==> src/rtl/alu_pkg.sv <==
// Shared ALU definitions: slice width, add/sub sequencer states and flag bit positions.
package alu_pkg;

    localparam int SLICE_W    = 8;
    localparam int FLAG_COUNT = 4;

    localparam int FLAG_C = 0;
    localparam int FLAG_Z = 1;
    localparam int FLAG_N = 2;
    localparam int FLAG_V = 3;

    typedef enum logic [1:0] {
        IDLE = 2'd0,
        CALC = 2'd1,
        DONE = 2'd2
    } addsub_state_t;

endpackage

==> src/rtl/adder_8bit.sv <==
// 8-bit ripple-carry adder with carry in and carry out.
module adder_8bit (
    input  logic [7:0] a,
    input  logic [7:0] b,
    input  logic       cin,
    output logic [7:0] sum,
    output logic       cout
);

    logic [8:0] carry;

    always_comb begin
        carry    = '0;
        sum      = '0;
        carry[0] = cin;
        for (int unsigned i = 0; i < 8; i++) begin
            sum[i]       = a[i] ^ b[i] ^ carry[i];
            carry[i + 1] = (a[i] & b[i]) | (carry[i] & (a[i] ^ b[i]));
        end
        cout = carry[8];
    end

endmodule

==> src/rtl/alu_addsub_seq.sv <==
// Multi-cycle add/subtract: one 8-bit slice per clock, LSB slice first, carry chained
// through a register, result and C/Z/N/V flags offered over a valid/ready handshake.
module alu_addsub_seq
    import alu_pkg::*;
#(
    parameter int NSLICES = 2
) (
    input  logic                       clk,
    input  logic                       rst,
    input  logic                       in_valid,
    output logic                       in_ready,
    input  logic [SLICE_W*NSLICES-1:0] op_a,
    input  logic [SLICE_W*NSLICES-1:0] op_b,
    input  logic                       op_sub,
    output logic                       out_valid,
    input  logic                       out_ready,
    output logic [SLICE_W*NSLICES-1:0] result,
    output logic                       flag_c,
    output logic                       flag_z,
    output logic                       flag_n,
    output logic                       flag_v
);

    localparam int W     = SLICE_W * NSLICES;
    localparam int IDX_W = (NSLICES > 1) ? $clog2(NSLICES) : 1;
    localparam logic [IDX_W-1:0] LAST_IDX = IDX_W'(NSLICES - 1);

    addsub_state_t state, next_state;

    logic [IDX_W-1:0]      idx;
    logic [W-1:0]          a_q;
    logic [W-1:0]          b_q;
    logic [W-1:0]          result_q;
    logic [W-1:0]          next_result;
    logic                  carry_q;
    logic [FLAG_COUNT-1:0] flags_q;

    logic [SLICE_W-1:0] slice_a;
    logic [SLICE_W-1:0] slice_b;
    logic [SLICE_W-1:0] slice_sum;
    logic               slice_cout;
    logic               last_slice;

    adder_8bit u_adder (
        .a    (slice_a),
        .b    (slice_b),
        .cin  (carry_q),
        .sum  (slice_sum),
        .cout (slice_cout)
    );

    // Full-width view with the current slice merged in, so flags see the final value.
    always_comb begin
        slice_a     = a_q[SLICE_W*idx +: SLICE_W];
        slice_b     = b_q[SLICE_W*idx +: SLICE_W];
        next_result = result_q;
        next_result[SLICE_W*idx +: SLICE_W] = slice_sum;
        last_slice  = (idx == LAST_IDX);
    end

    always_ff @(posedge clk) begin
        if (rst) begin
            state <= IDLE;
        end else begin
            state <= next_state;
        end
    end

    always_comb begin
        next_state = state;
        unique case (state)
            IDLE:    if (in_valid)   next_state = CALC;
            CALC:    if (last_slice) next_state = DONE;
            DONE:    if (out_ready)  next_state = IDLE;
            default:                 next_state = IDLE;
        endcase
    end

    always_ff @(posedge clk) begin
        if (rst) begin
            idx      <= '0;
            a_q      <= '0;
            b_q      <= '0;
            carry_q  <= 1'b0;
            result_q <= '0;
            flags_q  <= '0;
        end else begin
            case (state)
                IDLE: begin
                    if (in_valid) begin
                        a_q     <= op_a;
                        b_q     <= op_sub ? ~op_b : op_b;
                        carry_q <= op_sub;
                        idx     <= '0;
                    end
                end
                CALC: begin
                    result_q <= next_result;
                    carry_q  <= slice_cout;
                    idx      <= idx + 1'b1;
                    if (last_slice) begin
                        flags_q[FLAG_C] <= slice_cout;
                        flags_q[FLAG_Z] <= (next_result == '0);
                        flags_q[FLAG_N] <= next_result[W-1];
                        flags_q[FLAG_V] <= (a_q[W-1] == b_q[W-1]) && (next_result[W-1] != a_q[W-1]);
                    end
                end
                default: ;
            endcase
        end
    end

    assign in_ready  = (state == IDLE);
    assign out_valid = (state == DONE);
    assign result    = result_q;
    assign flag_c    = flags_q[FLAG_C];
    assign flag_z    = flags_q[FLAG_Z];
    assign flag_n    = flags_q[FLAG_N];
    assign flag_v    = flags_q[FLAG_V];

endmodule

==> config.mk <==
export PLATFORM = sky130hd
export DESIGN_NAME = alu_addsub_seq
export DESIGN_NICKNAME = d
export VERILOG_FILES = /design/src/rtl/alu_pkg.sv /design/src/rtl/adder_8bit.sv /design/src/rtl/alu_addsub_seq.sv
export SDC_FILE = /design/constraint.sdc
export NUM_CORES = 1
export LEC_CHECK = 0
export BUFFER_PORTS_ARGS = -buffer_cell sky130_fd_sc_hd__buf_2
export CAP_MARGIN = 0
export CELL_PAD_IN_SITES_DETAIL_PLACEMENT = 1
export CELL_PAD_IN_SITES_GLOBAL_PLACEMENT = 1
export CORE_UTILIZATION = 47
export CTS_BUF_LIST = sky130_fd_sc_hd__clkbuf_4 sky130_fd_sc_hd__clkbuf_8
export CTS_CLUSTER_SIZE = 24
export DETAILED_ROUTE_END_ITERATION = 7
export PLACE_DENSITY = 0.89
export RECOVER_POWER = 50
export SLEW_MARGIN = 20
export SYNTH_ARGS = -nofsm -noshare
export SYNTH_HDL_FRONTEND = slang
export SYNTH_SLANG_ARGS = --single-unit
==> constraint.sdc <==
create_clock -name clk -period 7.9 [get_ports clk]
set_input_delay 0.79 -clock clk [delete_from_list [all_inputs] [get_ports clk]]
set_output_delay 0.79 -clock clk [all_outputs]
set_load 0.1 [all_outputs]
==> qor.yml, run 1 <==
timing:
  fin_crit_ns: 5.16
  slew_headroom_pct: -81.6
  grt_setup_unrepaired: "no"
  fin_skew_ns: 0.00618
  fmax_ghz: 0.194
  fin_crit_sh_pct: 65.4
  hold_viol_final: 0
  drv_slew: 63
  worst_pin_slew_ns: 2.72
  setup_viol: 0
  finalSetupTns_ns: 0
critical_path:
  reg2reg_depth: 16
  ff2ff_setup_slack_ns: 2.74
  r2r-start: "idx$_SDFFE_PP0P_"
  crit_arrival_ns: 5.39
  criticalPathCategory: "reg -> reg"
  endpoint_kind: "flip-flop"
  required_ns: 8.13
  crit_fanout: 20
  cp-start-kind: "flip-flop"
  reg2reg_to: "flags_q[3]$_SDFFE_PP0P_"
cts:
  cts_tree: "built"
  ctsHoldBuffers: 0
  cts_buffers: 5
  cts_resized: 0
  clk_latency_ns: 0.31
  clkSlewWorstSetupHoldPaths_ns: 0.09
  root_buffer: "clkbuf_8"
  cts_sinks: 56
  cts_buffer_depth: 2
  htreeDepth: 2
  cts_setup_buffers: 0
power_and_ir_drop:
  p_leak_nw: 1.17
  power.density_mw_per_mm2: 231
  peakVddDrop_uv: 121
  design_power_total_w: 0.000691
status:
  outcome: "finished, violations left"
  violations: "capacitance limit, slew limit"
layout:
  area_growth_syn_to_layout_pct: 10.2
  drive_gt1_share_pct: 27.4
  fill_cells: 680
  layout.nets: 347
  num_antenna_cells: 0
  fin_cells: 375
detailed_routing:
  via_count: 1964
  via_per_inst: 5.24
  drcViolationCount: 0
  wl_per_cell_um: 15.2
  drtIter0Drc: 56
  antenna_left: 0
  finalWirelength_um: 5700
  dr.pass1.iters: 4
yosys:
  synth.area.top_cells: "dfxtp_1 41%, mux2i_1 10%, a211oi_2 8.8%"
  synth_edf_count: 0
  synth_top_cell_area_share_pct: 41.4
  async_reset_ff_share_pct: 0
  yosysTopAreaCell: "dfxtp_1"
  ys_warn_count: 0
  yosysSeqAreaShare_pct: 41.4
  synthCells: 255
  synth.distinct_cells: 34
  synthTopCellsByCount: "56 x dfxtp_1, 44 x nor2_1, 27 x mux2i_1, 19 x a211oi_2, 16 x xnor2_1"
  synth.most_common_cell: "dfxtp_1"
  syn_avg_cell_area_um2: 10.6
  ys.flop_type: "dfxtp_1"
  ys_ff_latch: 56
  netlist_area_mm2: 0.00271
  synth.net_count: 300
flow_run:
  max_cap_violations: 2
grt:
  antenna_found_initial: 0
  track_usage_pct: 19.8
  grt_pass1_vias: 2003
  grt_start_max_net_pins: 57
  grt_remaining_overflow: 0
  grt_pass1_wl_um: 9420
place:
  dp.cells: 367
  hpwl_um: 4140
  io_buffers: 58
  gp_congestion: 0.779
hold_path:
  hp-class: "reg -> reg"
  hold_end: "result[8]$_SDFFE_PP0P_"
  hold_depth: 2
  worstHoldStart: "result[8]$_SDFFE_PP0P_"
floorplanning:
  core_mm2: 0.00554
  fp.dieW_um: 77.9
  die_y_um: 77.9
  io_pins: 59
  die_area_mm2: 0.00607
  rows: 27
  start_util_pct: 48.9
==> layout by cell type, fill, tap and decap left out, drive strengths merged, types with 2 or more instances in the layout <==
| cell | instances |
|---|---|
| nand2 | 11 |
| nor3b | 2 |
| nor2 | 49 |
| mux2i | 27 |
| a21oi | 9 |
| xnor2 | 16 |
| inv | 6 |
| nor4 | 2 |
| fa | 8 |
| nand3b | 2 |
| o21a | 3 |
| clkbuf | 21 |
| nor4b | 2 |
| buf | 45 |
| dfxtp | 56 |
| a211oi | 22 |
| mux2 | 10 |
==> power by group <==
part	leakage, nW	internal, W	switching (W)	total, W
logic	0.651	0.0000639	0.000117	0.000181
clock network	0.0586	0.0000977	0.0000910	0.000189
registers	0.460	0.000304	0.0000180	0.000322
==> logic make-up after synthesis <==
group,Yosys count,synth area share [%]
AO/OA/AOI/OAI,38,13.2
XOR/XNOR,16,5.17
adder cells (fa/ha/maj),8,5.91
buffers and inverters,26,7.02
flip-flops,56,41.4
multiplexers,37,14.1
AND/OR/NAND/NOR,74,13.3
==> final cells by class <==
type                    count  area [um2]  area share, %
multi-input cells         173        1360           45.4
flip-flops and latches     56        1120           37.6
repair buffers             60         284           9.51
well taps                  72        90.1           3.02
clock buffers               6        76.3           2.56
clock inverters             2        35.0           1.17
inverters                   6        22.5          0.754
==> critical path, stage by stage (launching register included) <==
cell and delay [ns]:
dfxtp_1 0.96, mux2_2 0.43, fa_1 0.40, inv_1 0.09, fa_1 0.17, inv_1 0.05
fa_1 0.38, fa_1 0.39, inv_1 0.08, fa_1 0.18, inv_1 0.06, fa_1 0.37
fa_1 0.38, inv_1 0.08, fa_1 0.49, or3_1 0.33, a311oi_1 0.25
==> per-stage QoR <==
stage | cell area [um2] | hold slack [ns] | utilization (%) | setup WS (ns)
after floorplan | 2710 | 0.454 | - | 3.60
after global placement | 2940 | 0.439 | 53.0 | 2.95
after detailed placement | 2940 | 0.449 | 53.0 | 2.73
after CTS | 3050 | 0.462 | 55.0 | 2.69
after global routing | 2990 | 0.493 | 53.9 | 2.53
final | 2990 | 0.460 | 53.9 | 2.74
==> sequential cells by signal (all words and copies together) (netlist names) <==
register  flops
state         2
idx           1
result       16
b_q          16
a_q          16
carry_q       1
flags_q       4
==> worst max path at each step <==
stage	from	to
floorplan	idx$_SDFFE_PP0P_	flags_q[3]$_SDFFE_PP0P_
global placement	idx$_SDFFE_PP0P_	flags_q[3]$_SDFFE_PP0P_
detailed placement	idx$_SDFFE_PP0P_	flags_q[3]$_SDFFE_PP0P_
CTS	idx$_SDFFE_PP0P_	flags_q[3]$_SDFFE_PP0P_
global route	idx$_SDFFE_PP0P_	flags_q[3]$_SDFFE_PP0P_
finish	idx$_SDFFE_PP0P_	flags_q[3]$_SDFFE_PP0P_
==> routing by layer <==
layer | vias to the layer above | routed length, um | track usage [%]
met5 | - | 0 | 0
met3 | 9 | 219 | 4.24
met4 | 0 | 87 | 5.37
met2 | 44 | 2860 | 34.7
met1 | 959 | 2540 | 24.4
li1 | 952 | - | -
Note: power is estimated with default switching activity, not from simulation.
==> inputs of run 2 (changes only) <==
--- a/config.mk
+++ b/config.mk
@@ -9,11 +9,11 @@
 export CAP_MARGIN = 0
 export CELL_PAD_IN_SITES_DETAIL_PLACEMENT = 1
 export CELL_PAD_IN_SITES_GLOBAL_PLACEMENT = 1
-export CORE_UTILIZATION = 47
+export CORE_UTILIZATION = 43
 export CTS_BUF_LIST = sky130_fd_sc_hd__clkbuf_4 sky130_fd_sc_hd__clkbuf_8
 export CTS_CLUSTER_SIZE = 24
 export DETAILED_ROUTE_END_ITERATION = 7
-export PLACE_DENSITY = 0.89
+export PLACE_DENSITY = 0.82
 export RECOVER_POWER = 50
 export SLEW_MARGIN = 20
 export SYNTH_ARGS = -nofsm -noshare
==> constraint.sdc (replaced) <==
create_clock -name clk -period 5.05 [get_ports clk]
set_input_delay 0.505 -clock clk [delete_from_list [all_inputs] [get_ports clk]]
set_output_delay 0.505 -clock clk [all_outputs]
set_load 0.1 [all_outputs]
==> qor.yml, run 2 (synthesized netlist as in run 1, its figures left out) <==
floorplanning:
  die_y_um: 81.4  # +4.4%
  io_pins: 59  # unchanged
  fp.dieW_um: 81.4  # +4.4%
  die_area_mm2: 0.00662  # +9.1%
  rows: 28  # +3.7%
  start_util_pct: 45.2  # -3.7 points
  core_mm2: 0.00599  # +8.1%
detailed_routing:
  wl_met3_um: 220  # +0.46%
  wl_met1_um: 2490  # -2.0%
  antenna_left: 0  # unchanged
  drtIter0Drc: 75  # +34%
  via_per_inst: 5.14  # -1.8%
  dr.max_layer_used: "met4"
  dr.pass1.iters: 5  # +1
  via_count: 1949  # -0.76%
  wl_met2_um: 2740  # -4.2%
  wl_per_cell_um: 14.5  # -4.5%
  drcViolationCount: 0  # unchanged
  finalWirelength_um: 5500  # -3.4%
critical_path:
  required_ns: 5.27  # -2.86 ns
  r2r-start: "idx$_SDFFE_PP0P_"
  startpoint: "idx$_SDFFE_PP0P_"
  crit_fanout: 9  # -55%
  slowest_stage: "dfxtp_1"
  cp-start-kind: "flip-flop"
  criticalPathCategory: "reg -> reg"
  max_stage_delay_ns: 0.53  # -0.43 ns
  cp_common_cell: "fa_1"
  endpoint_kind: "flip-flop"
  crit_chain: "mux2_1, fa_1, inv_1, fa_1, inv_1, fa_1, fa_1, inv_1, fa_1, inv_1, fa_1, fa_1, inv_1, fa_1, or3_1, a311oi_1"
  crit_arrival_ns: 4.90  # -0.49 ns
cts:
  root_buffer: "clkbuf_8"
  ctsHoldBuffers: 0  # unchanged
  cts_resized: 0  # unchanged
  cts_buffers: 5  # unchanged
  htreeDepth: 2  # unchanged
  clkSlewWorstSetupHoldPaths_ns: 0.10  # about the same
  cts_setup_buffers: 0  # unchanged
  clk_latency_ns: 0.31  # about the same
  cts_tree: "built"
  cts_buffer_depth: 2  # unchanged
  cts_sinks: 56  # unchanged
grt:
  track_usage_pct: 18.0  # -1.8 points
  grt_start_max_net_pins: 57  # unchanged
  grt_remaining_overflow: 0  # unchanged
  grt_pass1_wl_um: 9060  # -3.8%
  antenna_found_initial: 0  # unchanged
  grt_pass1_vias: 1925  # -3.9%
layout:
  register_area_mm2: 0.00112  # unchanged
  final_cell_mix: "56 x dfxtp_1, 44 x nor2_1, 36 x buf_2"
  layout_commonest_cell: "dfxtp_1"
  num_antenna_cells: 0  # unchanged
  fill_cells: 711  # +4.6%
  multiInputGateArea_mm2: 0.00138  # +1.5%
  area_growth_syn_to_layout_pct: 11.5
  fin_cells: 379  # +1.1%
  drive_gt1_share_pct: 26.0  # -1.4 points
  layout.nets: 348  # +0.29%
place:
  gp_congestion: 0.741  # -4.9%
  dp.cells: 371  # +1.1%
  io_buffers: 58  # unchanged
  hpwl_um: 4060  # -2.0%
power_and_ir_drop:
  intPower_w: 0.000748  # +61%
  power_frac_clock_pct: 29.1  # +1.8 points
  switching_share_pct: 32.3  # -0.35 points
  p_comb_share_pct: 25.8  # -0.4 points
  seq_power_share_pct: 45.1  # -1.4 points
  power.density_mw_per_mm2: 366  # +58%
  peakVddDrop_uv: 142  # +17%
  switchingPower_w: 0.000357  # +58%
  p_leak_nw: 1.15  # -1.4%
timing:
  setup_viol: 0  # unchanged
  fmax_ghz: 0.214  # +10%
  fin_skew_ns: 0.0100  # +0.00384 ns
  hold_viol_final: 0  # unchanged
  drv_slew: 66  # +4.8%
  grt_setup_unrepaired: "no"
  fin_crit_sh_pct: 92.6  # +27 points
  finalSetupTns_ns: 0  # unchanged
  fin_crit_ns: 4.68  # -0.485 ns
  worst_pin_slew_ns: 2.13  # -0.594 ns
  slew_headroom_pct: -42.0  # +40 points
status:
  outcome: "finished, violations left"
  violations: "capacitance limit, slew limit"
flow_run:
  max_cap_violations: 3  # +1
hold_path:
  worstHoldStart: "op_a[12]"
  hp-class: "in -> reg"
==> run 2: critical path, delay by kind of cell (launching register included) <==
family	cells	cell delay (ns)
compound gates	1	0.26
fa+ha+maj	8	2.72
buf+inv	5	0.36
flops	1	0.53
mux	1	0.38
simple gates	1	0.34
==> run 2: layout make-up <==
type | count | share of cell area (%)
clock buffers | 7 | 3.19
clock inverters | 1 | 0.994
inverters | 6 | 0.745
multi-input cells | 173 | 45.5
flip-flops and latches | 56 | 37.1
well taps | 75 | 3.11
repair buffers | 61 | 9.32
==> run 2: final timing paths <==
| path | end | slack, ns | cells past startpoint |
|---|---|---|---|
| hold / removal | a_q[12]$_SDFFE_PP0P_ | 0.43 | 3 |
| hold reg to reg | result[13]$_SDFFE_PP0P_ | 0.46 | 2 |
| setup / recovery | flags_q[3]$_SDFFE_PP0P_ | 0.37 | 16 |
| setup reg to reg | flags_q[3]$_SDFFE_PP0P_ | 0.37 | 16 |
==> run 2: power groups by stage <==
stage / sequential [W] / combinational [W] / clock (W)
final: 0.000499 / 0.000285 / 0.000322
after global routing: 0.000504 / 0.000308 / 0.000342
after CTS: 0.000501 / 0.000290 / 0.000327
after detailed placement: 0.000511 / 0.000289 / 0
after global placement: 0.000509 / 0.000283 / 0
after floorplan: 0.000565 / 0.000181 / 0
==> run 2: layer usage <==
metal	track usage, %	vias up
met2	31.8	52
li1	-	958
met4	4.82	0
met3	3.37	7
met5	0	-
met1	22.2	932
==> run 2: metrics by stage <==
stage / utilization, % / setup slack, ns / hold slack (ns) / power, W / area (um2)
finish: 50.4 / 0.372 / 0.426 / 0.00111 / 3020
global route: 50.4 / 0.156 / 0.430 / 0.00115 / 3020
CTS: 51.3 / 0.319 / 0.424 / 0.00112 / 3080
detailed placement: 49.2 / 0.344 / 0.450 / 0.000800 / 2950
global placement: 49.2 / 0.516 / 0.440 / 0.000792 / 2950
floorplan: - / 0.750 / 0.454 / 0.000745 / 2710
